### src/rtl/fetch_queue_stage_pkg.sv
// Shared definitions for the fetch queue stage.
//   fetch_entry_t         : default queue entry layout {pc, instr, exc, ecause, etval} at 32 bits
//   NOP_INSTR             : filler instruction carried by fetch-exception entries
//   EXC_INSTR_MISALIGNED  : cause code for a misaligned fetch target
//   cnt_width()           : width of a counter that must hold 0..depth inclusive
package fetch_queue_stage_pkg;

   localparam int unsigned PKG_XLEN = 32;

   localparam logic [31:0] NOP_INSTR            = 32'h0000_0013;
   localparam logic [3:0]  EXC_INSTR_MISALIGNED = 4'd0;

   typedef struct packed {
      logic [PKG_XLEN-1:0] pc;
      logic [31:0]         instr;
      logic                exc;
      logic [3:0]          ecause;
      logic [PKG_XLEN-1:0] etval;
   } fetch_entry_t;

   function automatic int unsigned cnt_width(input int unsigned depth);
      return $clog2(depth) + 1;
   endfunction

endpackage

### src/rtl/fetch_queue.sv
// Synchronous circular buffer holding fetched instructions.
//   clk, rst    : clock, synchronous active-low reset
//   flush       : empties the buffer; overrides push and pop in the same cycle
//   push        : write push_data at the tail (ignored when full without a pop)
//   pop         : advance the head (ignored when empty)
//   head_data   : entry at the head; only meaningful when count != 0
//   count       : number of valid entries, 0..DEPTH
module fetch_queue
   import fetch_queue_stage_pkg::*;
#(
   parameter int unsigned DEPTH   = 4,
   parameter type         entry_t = fetch_entry_t
) (
   input  logic                   clk,
   input  logic                   rst,
   input  logic                   flush,
   input  logic                   push,
   input  entry_t                 push_data,
   input  logic                   pop,
   output entry_t                 head_data,
   output logic [$clog2(DEPTH):0] count
);

   localparam int unsigned PW = $clog2(DEPTH);
   localparam int unsigned CW = cnt_width(DEPTH);
   localparam logic [CW-1:0] FULL = CW'(DEPTH);

   entry_t        mem [DEPTH];
   logic [PW-1:0] head_q, tail_q;
   logic [CW-1:0] count_q;
   logic          do_push, do_pop;

   assign do_pop  = pop & (count_q != '0);
   assign do_push = push & ((count_q != FULL) | do_pop);

   always_ff @(posedge clk) begin
      if (!rst) begin
         head_q  <= '0;
         tail_q  <= '0;
         count_q <= '0;
      end else if (flush) begin
         head_q  <= '0;
         tail_q  <= '0;
         count_q <= '0;
      end else begin
         if (do_push) tail_q <= tail_q + PW'(1);
         if (do_pop)  head_q <= head_q + PW'(1);
         count_q <= count_q + CW'(do_push) - CW'(do_pop);
      end
   end

   // Storage needs no reset: entries are only observed when count says they are valid.
   always_ff @(posedge clk) begin
      if (rst && !flush && do_push) mem[tail_q] <= push_data;
   end

   assign head_data = mem[head_q];
   assign count     = count_q;

endmodule

### src/rtl/fetch_queue_stage.sv
// Decoupled instruction-fetch stage with a prefetch queue in front of decode.
//   clk, rst                     : clock, synchronous active-low reset
//   exc_*/mret_*/jump_*          : redirect requests, priority exc > mret > jump
//   imem_req_*                   : in-order pipelined fetch requests
//   imem_rsp_valid/rdata         : in-order fetch responses
//   out_*                        : queue head towards decode, valid/ready handshake
// Optional feature, macro FETCH_ALIGN_CHECK_EN: a misaligned redirect target issues no
// fetch; instead a single exception entry is queued and fetch stalls until the next
// redirect. Without the macro, target bits [1:0] are forced to zero and the exception
// outputs are tied low.
module fetch_queue_stage
   import fetch_queue_stage_pkg::*;
#(
   parameter int unsigned     XLEN     = 32,
   parameter int unsigned     DEPTH    = 4,
   parameter logic [XLEN-1:0] RESET_PC = '0
) (
   input  logic            clk,
   input  logic            rst,
   input  logic            exc_valid,
   input  logic [XLEN-1:0] exc_addr,
   input  logic            mret_valid,
   input  logic [XLEN-1:0] mret_addr,
   input  logic            jump_valid,
   input  logic [XLEN-1:0] jump_addr,
   output logic            imem_req_valid,
   output logic [XLEN-1:0] imem_req_addr,
   input  logic            imem_req_ready,
   input  logic            imem_rsp_valid,
   input  logic [31:0]     imem_rsp_rdata,
   output logic            out_valid,
   output logic [XLEN-1:0] out_pc,
   output logic [31:0]     out_instr,
   output logic            out_exc,
   output logic [3:0]      out_ecause,
   output logic [XLEN-1:0] out_etval,
   input  logic            out_ready
);

   localparam int unsigned CW = cnt_width(DEPTH);

   typedef struct packed {
      logic [XLEN-1:0] pc;
      logic [31:0]     instr;
      logic            exc;
      logic [3:0]      ecause;
      logic [XLEN-1:0] etval;
   } entry_t;

   logic [XLEN-1:0] fetch_pc_q, fetch_pc_d;
   logic [XLEN-1:0] resp_pc_q, resp_pc_d;
   logic [CW-1:0]   outstanding_q, outstanding_d;
   logic [CW-1:0]   drop_q, drop_d;
   logic [CW-1:0]   count;
   logic [CW:0]     inflight;

   logic            redirect;
   logic [XLEN-1:0] redirect_addr, target;
   logic            stall;
   logic            accept, keep, push, pop;
   entry_t          push_data, head;

   assign redirect = exc_valid | mret_valid | jump_valid;

   always_comb begin
      redirect_addr = jump_addr;
      if (exc_valid)       redirect_addr = exc_addr;
      else if (mret_valid) redirect_addr = mret_addr;
   end

`ifdef FETCH_ALIGN_CHECK_EN
   logic misaligned;
   logic err_pend_q, err_pend_d;
   logic stall_q, stall_d;

   assign target     = redirect_addr;
   assign misaligned = redirect_addr[1:0] != 2'b00;
   assign stall      = stall_q;

   always_comb begin
      err_pend_d = redirect & misaligned;
      stall_d    = redirect ? misaligned : stall_q;
   end

   always_ff @(posedge clk) begin
      if (!rst) begin
         err_pend_q <= 1'b0;
         stall_q    <= 1'b0;
      end else begin
         err_pend_q <= err_pend_d;
         stall_q    <= stall_d;
      end
   end
`else
   logic unused_addr_bits;

   assign target           = {redirect_addr[XLEN-1:2], 2'b00};
   assign unused_addr_bits = ^redirect_addr[1:0];
   assign stall            = 1'b0;
`endif

   // Queue occupancy plus in-flight requests bounds issue, so every kept response
   // is guaranteed a free slot. Only registered state feeds this, never imem_req_ready.
   assign inflight       = {1'b0, count} + {1'b0, outstanding_q};
   assign imem_req_valid = rst & ~redirect & ~stall & (inflight < (CW+1)'(DEPTH));
   assign imem_req_addr  = fetch_pc_q;

   assign accept = imem_req_valid & imem_req_ready;
   assign keep   = imem_rsp_valid & (drop_q == '0) & ~redirect;

   always_comb begin
      push_data = '{pc: resp_pc_q, instr: imem_rsp_rdata, exc: 1'b0, ecause: '0, etval: '0};
      push      = keep;
`ifdef FETCH_ALIGN_CHECK_EN
      // Every response is being dropped while this entry is pending, so no conflict.
      if (err_pend_q && !redirect) begin
         push_data = '{pc: resp_pc_q, instr: NOP_INSTR, exc: 1'b1,
                       ecause: EXC_INSTR_MISALIGNED, etval: resp_pc_q};
         push      = 1'b1;
      end
`endif
   end

   assign out_valid = count != '0;
   assign pop       = out_valid & out_ready & ~redirect;

   always_comb begin
      fetch_pc_d    = fetch_pc_q;
      resp_pc_d     = resp_pc_q;
      outstanding_d = outstanding_q + CW'(accept) - CW'(imem_rsp_valid);
      drop_d        = drop_q;
      if (redirect) begin
         fetch_pc_d = target;
         resp_pc_d  = target;
         // No request is accepted in a redirect cycle, so this is everything still in flight.
         drop_d     = outstanding_q - CW'(imem_rsp_valid);
      end else begin
         if (accept) fetch_pc_d = fetch_pc_q + XLEN'(4);
         if (keep)   resp_pc_d  = resp_pc_q + XLEN'(4);
         if (imem_rsp_valid && drop_q != '0) drop_d = drop_q - CW'(1);
      end
   end

   always_ff @(posedge clk) begin
      if (!rst) begin
         fetch_pc_q    <= RESET_PC;
         resp_pc_q     <= RESET_PC;
         outstanding_q <= '0;
         drop_q        <= '0;
      end else begin
         fetch_pc_q    <= fetch_pc_d;
         resp_pc_q     <= resp_pc_d;
         outstanding_q <= outstanding_d;
         drop_q        <= drop_d;
      end
   end

   fetch_queue #(
      .DEPTH   (DEPTH),
      .entry_t (entry_t)
   ) u_queue (
      .clk       (clk),
      .rst       (rst),
      .flush     (redirect),
      .push      (push),
      .push_data (push_data),
      .pop       (pop),
      .head_data (head),
      .count     (count)
   );

   // Head fields are masked when empty so uninitialised storage never reaches decode.
   assign out_pc    = out_valid ? head.pc    : '0;
   assign out_instr = out_valid ? head.instr : '0;

`ifdef FETCH_ALIGN_CHECK_EN
   assign out_exc    = out_valid & head.exc;
   assign out_ecause = out_valid ? head.ecause : '0;
   assign out_etval  = out_valid ? head.etval  : '0;
`else
   logic unused_head_exc;

   assign unused_head_exc = ^{head.exc, head.ecause, head.etval};
   assign out_exc         = 1'b0;
   assign out_ecause      = '0;
   assign out_etval       = '0;
`endif

endmodule

### config.mk
export PLATFORM = sky130hd
export DESIGN_NAME = fetch_queue_stage
export DESIGN_NICKNAME = d
export VERILOG_FILES = /design/src/rtl/fetch_queue_stage_pkg.sv /design/src/rtl/fetch_queue.sv /design/src/rtl/fetch_queue_stage.sv
export SDC_FILE = /design/constraint.sdc
export NUM_CORES = 1
export LEC_CHECK = 0
export CORE_ASPECT_RATIO = 0.5
export CORE_MARGIN = 1
export CORE_UTILIZATION = 53
export CTS_CLUSTER_DIAMETER = 200
export DETAILED_ROUTE_END_ITERATION = 6
export PLACE_DENSITY = 0.89
export SLEW_MARGIN = 25
export SYNTH_ARGS = -nofsm -noshare
export SYNTH_HDL_FRONTEND = slang
export SYNTH_SLANG_ARGS = --single-unit
### constraint.sdc
create_clock -name clk -period 4.5 [get_ports clk]
set_input_delay 0.675 -clock clk [delete_from_list [all_inputs] [get_ports clk]]
set_output_delay 0.675 -clock clk [all_outputs]
set_load 0.02 [all_outputs]
==> results.sh <==
export IMPL_synth_warnings=0
export IMPL_hold_violations=0
export IMPL_insertion_delay_ns=0.55
export IMPL_min_path_cells=2
export IMPL_fmax_ghz=0.2824
export IMPL_r2r_end="outstanding_q[2]$_SDFF_PN0_"
export IMPL_post_cts_setup_buffer_count=0
export IMPL_fin_crit_sh_pct=78.68
export IMPL_grt_pass1_wl_um=54800
export IMPL_path_class="flip-flop to output port"
export IMPL_status="finished, final reports clean"
export IMPL_reg2reg_from="u_queue.count[1]$_SDFF_PP0_"
export IMPL_drive_gt1_share_pct=11.66
export IMPL_start_util_pct=54.45
export IMPL_drt_initial_drc_count=911
export IMPL_ys_flop_type="edfxtp_1"
export IMPL_drt_total_wl_um=35480
export IMPL_holdBufCountCts=0
export IMPL_dieWidth_um=236.2
export IMPL_crit_chain="buf_4 -> mux4_2 -> and2_1 -> clkdlybuf4s50_1"
export IMPL_nets=1444
export IMPL_grt_overflow_total=0
export IMPL_critPathMaxFanout=21
export IMPL_rsz0062_at_grt="false"
export IMPL_worst_pin_slew_ns=0.8321
export IMPL_clock_tree_buffer_depth=3
export IMPL_fillers=1831
export IMPL_fp_dieH_um=119.1
export IMPL_syn_area_um2=14540
export IMPL_slew_violations=0
export IMPL_drtAntennaViolNets=0
export IMPL_period_needed_ns=3.541
export IMPL_setup_violations=0
export IMPL_post_dp_hpwl_um=23700
export IMPL_synth_edff_count=248
export IMPL_grt_max_degree=66
export IMPL_endpoint_kind="output port"
export IMPL_hp_start="imem_req_addr[15]$_SDFFE_PN0P_"
export IMPL_grt_pass1_vias=10060
export IMPL_cts_sinks=323
export IMPL_syn_to_final_growth_pct=23.51
export IMPL_dieArea_um2=28130
export IMPL_num_vias=10080
export IMPL_cp_data_arrival_time_ns=2.87
export IMPL_port_buffer_count=223
export IMPL_hold_ws_ns=0.5158
export IMPL_clk_pin_slew_ns=0.07
export IMPL_yosysUniqueCellTypes=63
export IMPL_ir_drop_mv=0.2564
export IMPL_skew_ns=0.02394
export IMPL_synth_top_area_share_pct=51.24
export IMPL_path_delay_family="buffers and inverters"
export IMPL_cts_resized=0
export IMPL_synthCells=1077
export IMPL_avgSynthCellArea_um2=13.50
export IMPL_place_congestion=0.9093
export IMPL_dr_pass1_iters=5
export IMPL_cts_made_buffers=28
export IMPL_cp_start_kind="flip-flop"
export IMPL_placed_cells=1612
export IMPL_timing_slew_headroom_pct=44.01
export IMPL_hold_end="imem_req_addr[15]$_SDFFE_PN0P_"
export IMPL_htree_levels=1
export IMPL_row_count=42
export IMPL_grtUsageTotal_pct=25.02
export IMPL_hp_class="flip-flop to flip-flop"
export IMPL_cap_violations=0
export IMPL_worstPathRequired_ns=3.83
export IMPL_ys_ff_latch=323
export IMPL_pwr_density_cell_nw_per_um2=355.6
export IMPL_path_buf_inv=2
export IMPL_seq_area_frac_synth_pct=61.56
export IMPL_reg2reg_depth=13
export IMPL_leakage_uw=0.005987
export IMPL_diodes=0
export IMPL_cp_slowest_stage_delay_ns=0.56
export IMPL_cts_tree="built"
export IMPL_stdcell_count=1664
export IMPL_yosysTopAreaCell="edfxtp_1"
export IMPL_ioPinCount=271
export IMPL_routedWlPerCell_um=21.32
export IMPL_slowest_stage="mux4_2"
export IMPL_synth_area_leaders="edfxtp_1, dfxtp_1, mux4_2"
export IMPL_cts_root_buf="clkbuf_16"
export IMPL_async_flop_share_pct=0
export IMPL_tns_ns=0
export IMPL_reg2reg_slack_ns=1.60
export IMPL_routed_via_density=6.058
export IMPL_core_area_um2=26700
export IMPL_antenna_found_initial=0
export IMPL_drc=0
[flip-flops by register name, summed over array words and instances (netlist names), named ones only]
| name | flops |
|---|---|
| resp_pc_q | 30 |
| u_queue.head_q | 2 |
| imem_req_addr | 30 |
| outstanding_q | 3 |
| u_queue.count | 3 |
| u_queue.mem | 248 |
| u_queue.tail_q | 2 |
| drop_q | 3 |
[cell type report]
type | instances | area (µm²) | area share (%)
timing repair buffer | 243 | 2402 | 13.38
multi-input combinational | 661 | 5084 | 28.32
sequential | 323 | 8954 | 49.87
clock inverter | 17 | 176.4 | 0.9827
inverter | 33 | 123.9 | 0.6900
tap | 352 | 440.4 | 2.453
clock buffer | 35 | 772.0 | 4.300
[worst reg2reg max path, cell delays in order (launching register included)]
cell     delay (ns)
dfxtp_1        0.38
ha_1           0.23
nor4b_1        0.36
and2_1         0.18
buf_4          0.26
nand2_1        0.10
ha_1           0.30
inv_1          0.06
ha_1           0.13
inv_1          0.05
fa_1           0.37
xnor2_1        0.18
xnor2_1        0.14
nor2_1         0.05
[synth_stat cells (all sizes together) (32+ instances only)]
cell type	n
nand3	32
nand2	55
a21oi	46
mux4	62
clkbuf	42
nor2	37
edfxtp	248
and2	72
buf	58
o21ai	77
dfxtp	75
inv	33
[logic make-up (layout without fill, tap and decap cells)]
family                     after synthesis  after routing  synth area share [%]
buffers and inverters                  133            328                 4.614
other                                    1             41               0.02580
muxes                                   64             64                 9.744
and+or+nand+nor                        294            294                 11.30
adders and majority gates               18             18                 1.653
DFF                                    323            323                 61.56
xor gates and xnor gates                15             15                0.9039
AOI/OAI and AO/OA                      229            229                 10.19
[cells in the final DEF (no fill, tap or decap), types with 6 or more instances in the layout]
master	count
and4_1	7
nand4_1	16
ha_1	16
xnor2_1	9
nand3_1	31
dfxtp_1	73
a31oi_1	17
inv_1	33
conb_1	41
nor3_1	20
o21a_1	6
and2_1	68
a311oi_1	7
nor4_1	6
clkbuf_16	29
clkdlybuf4s50_1	222
o21ai_0	73
xor2_1	6
o221a_2	9
a22oi_1	23
buf_4	18
mux4_2	62
a211oi_1	13
a21oi_1	46
nand2_1	55
and3_1	20
edfxtp_1	248
a221o_1	6
nor2_1	36
[worst max-delay path by stage]
stage | to | slack, ns | cells after the start
floorplan | u_queue.mem[0][0]$_DFFE_PP_ | 0.97 | 5
global placement | imem_req_valid | 1.12 | 5
detailed placement | imem_req_addr[11]$_SDFFE_PN0P_ | 1.01 | 7
CTS | out_pc[12] | 0.87 | 4
global route | out_pc[12] | 0.80 | 4
finish | out_pc[12] | 0.96 | 4
[where the power goes]
| group | switching, µW | total [µW] | internal, µW |
|---|---|---|---|
| combinational | 301 | 553 | 252 |
| clock | 1080 | 2480 | 1400 |
| sequential | 90.3 | 3350 | 3260 |
[metal layers]
metal / wire length [µm] / track usage [%] / vias to the layer above
met5: 0 / 0 / -
met4: 1015 / 7.833 / 0
met3: 2563 / 3.964 / 80
met2: 17460 / 43.07 / 520
met1: 14430 / 32.86 / 4973
li1: - / - / 4508
[per-stage QoR]
stage | utilization, % | power [µW] | worst slack (ns) | cell area [µm²]
floorplan | - | 3710 | 0.9687 | 14690
global placement | 63.66 | 3930 | 1.124 | 17000
detailed placement | 63.66 | 3956 | 1.010 | 17000
CTS | 67.22 | 6409 | 0.8671 | 17940
global route | 67.25 | 6584 | 0.7957 | 17950
finish | 67.25 | 6384 | 0.9595 | 17950
(Power assumes the default switching activity.)
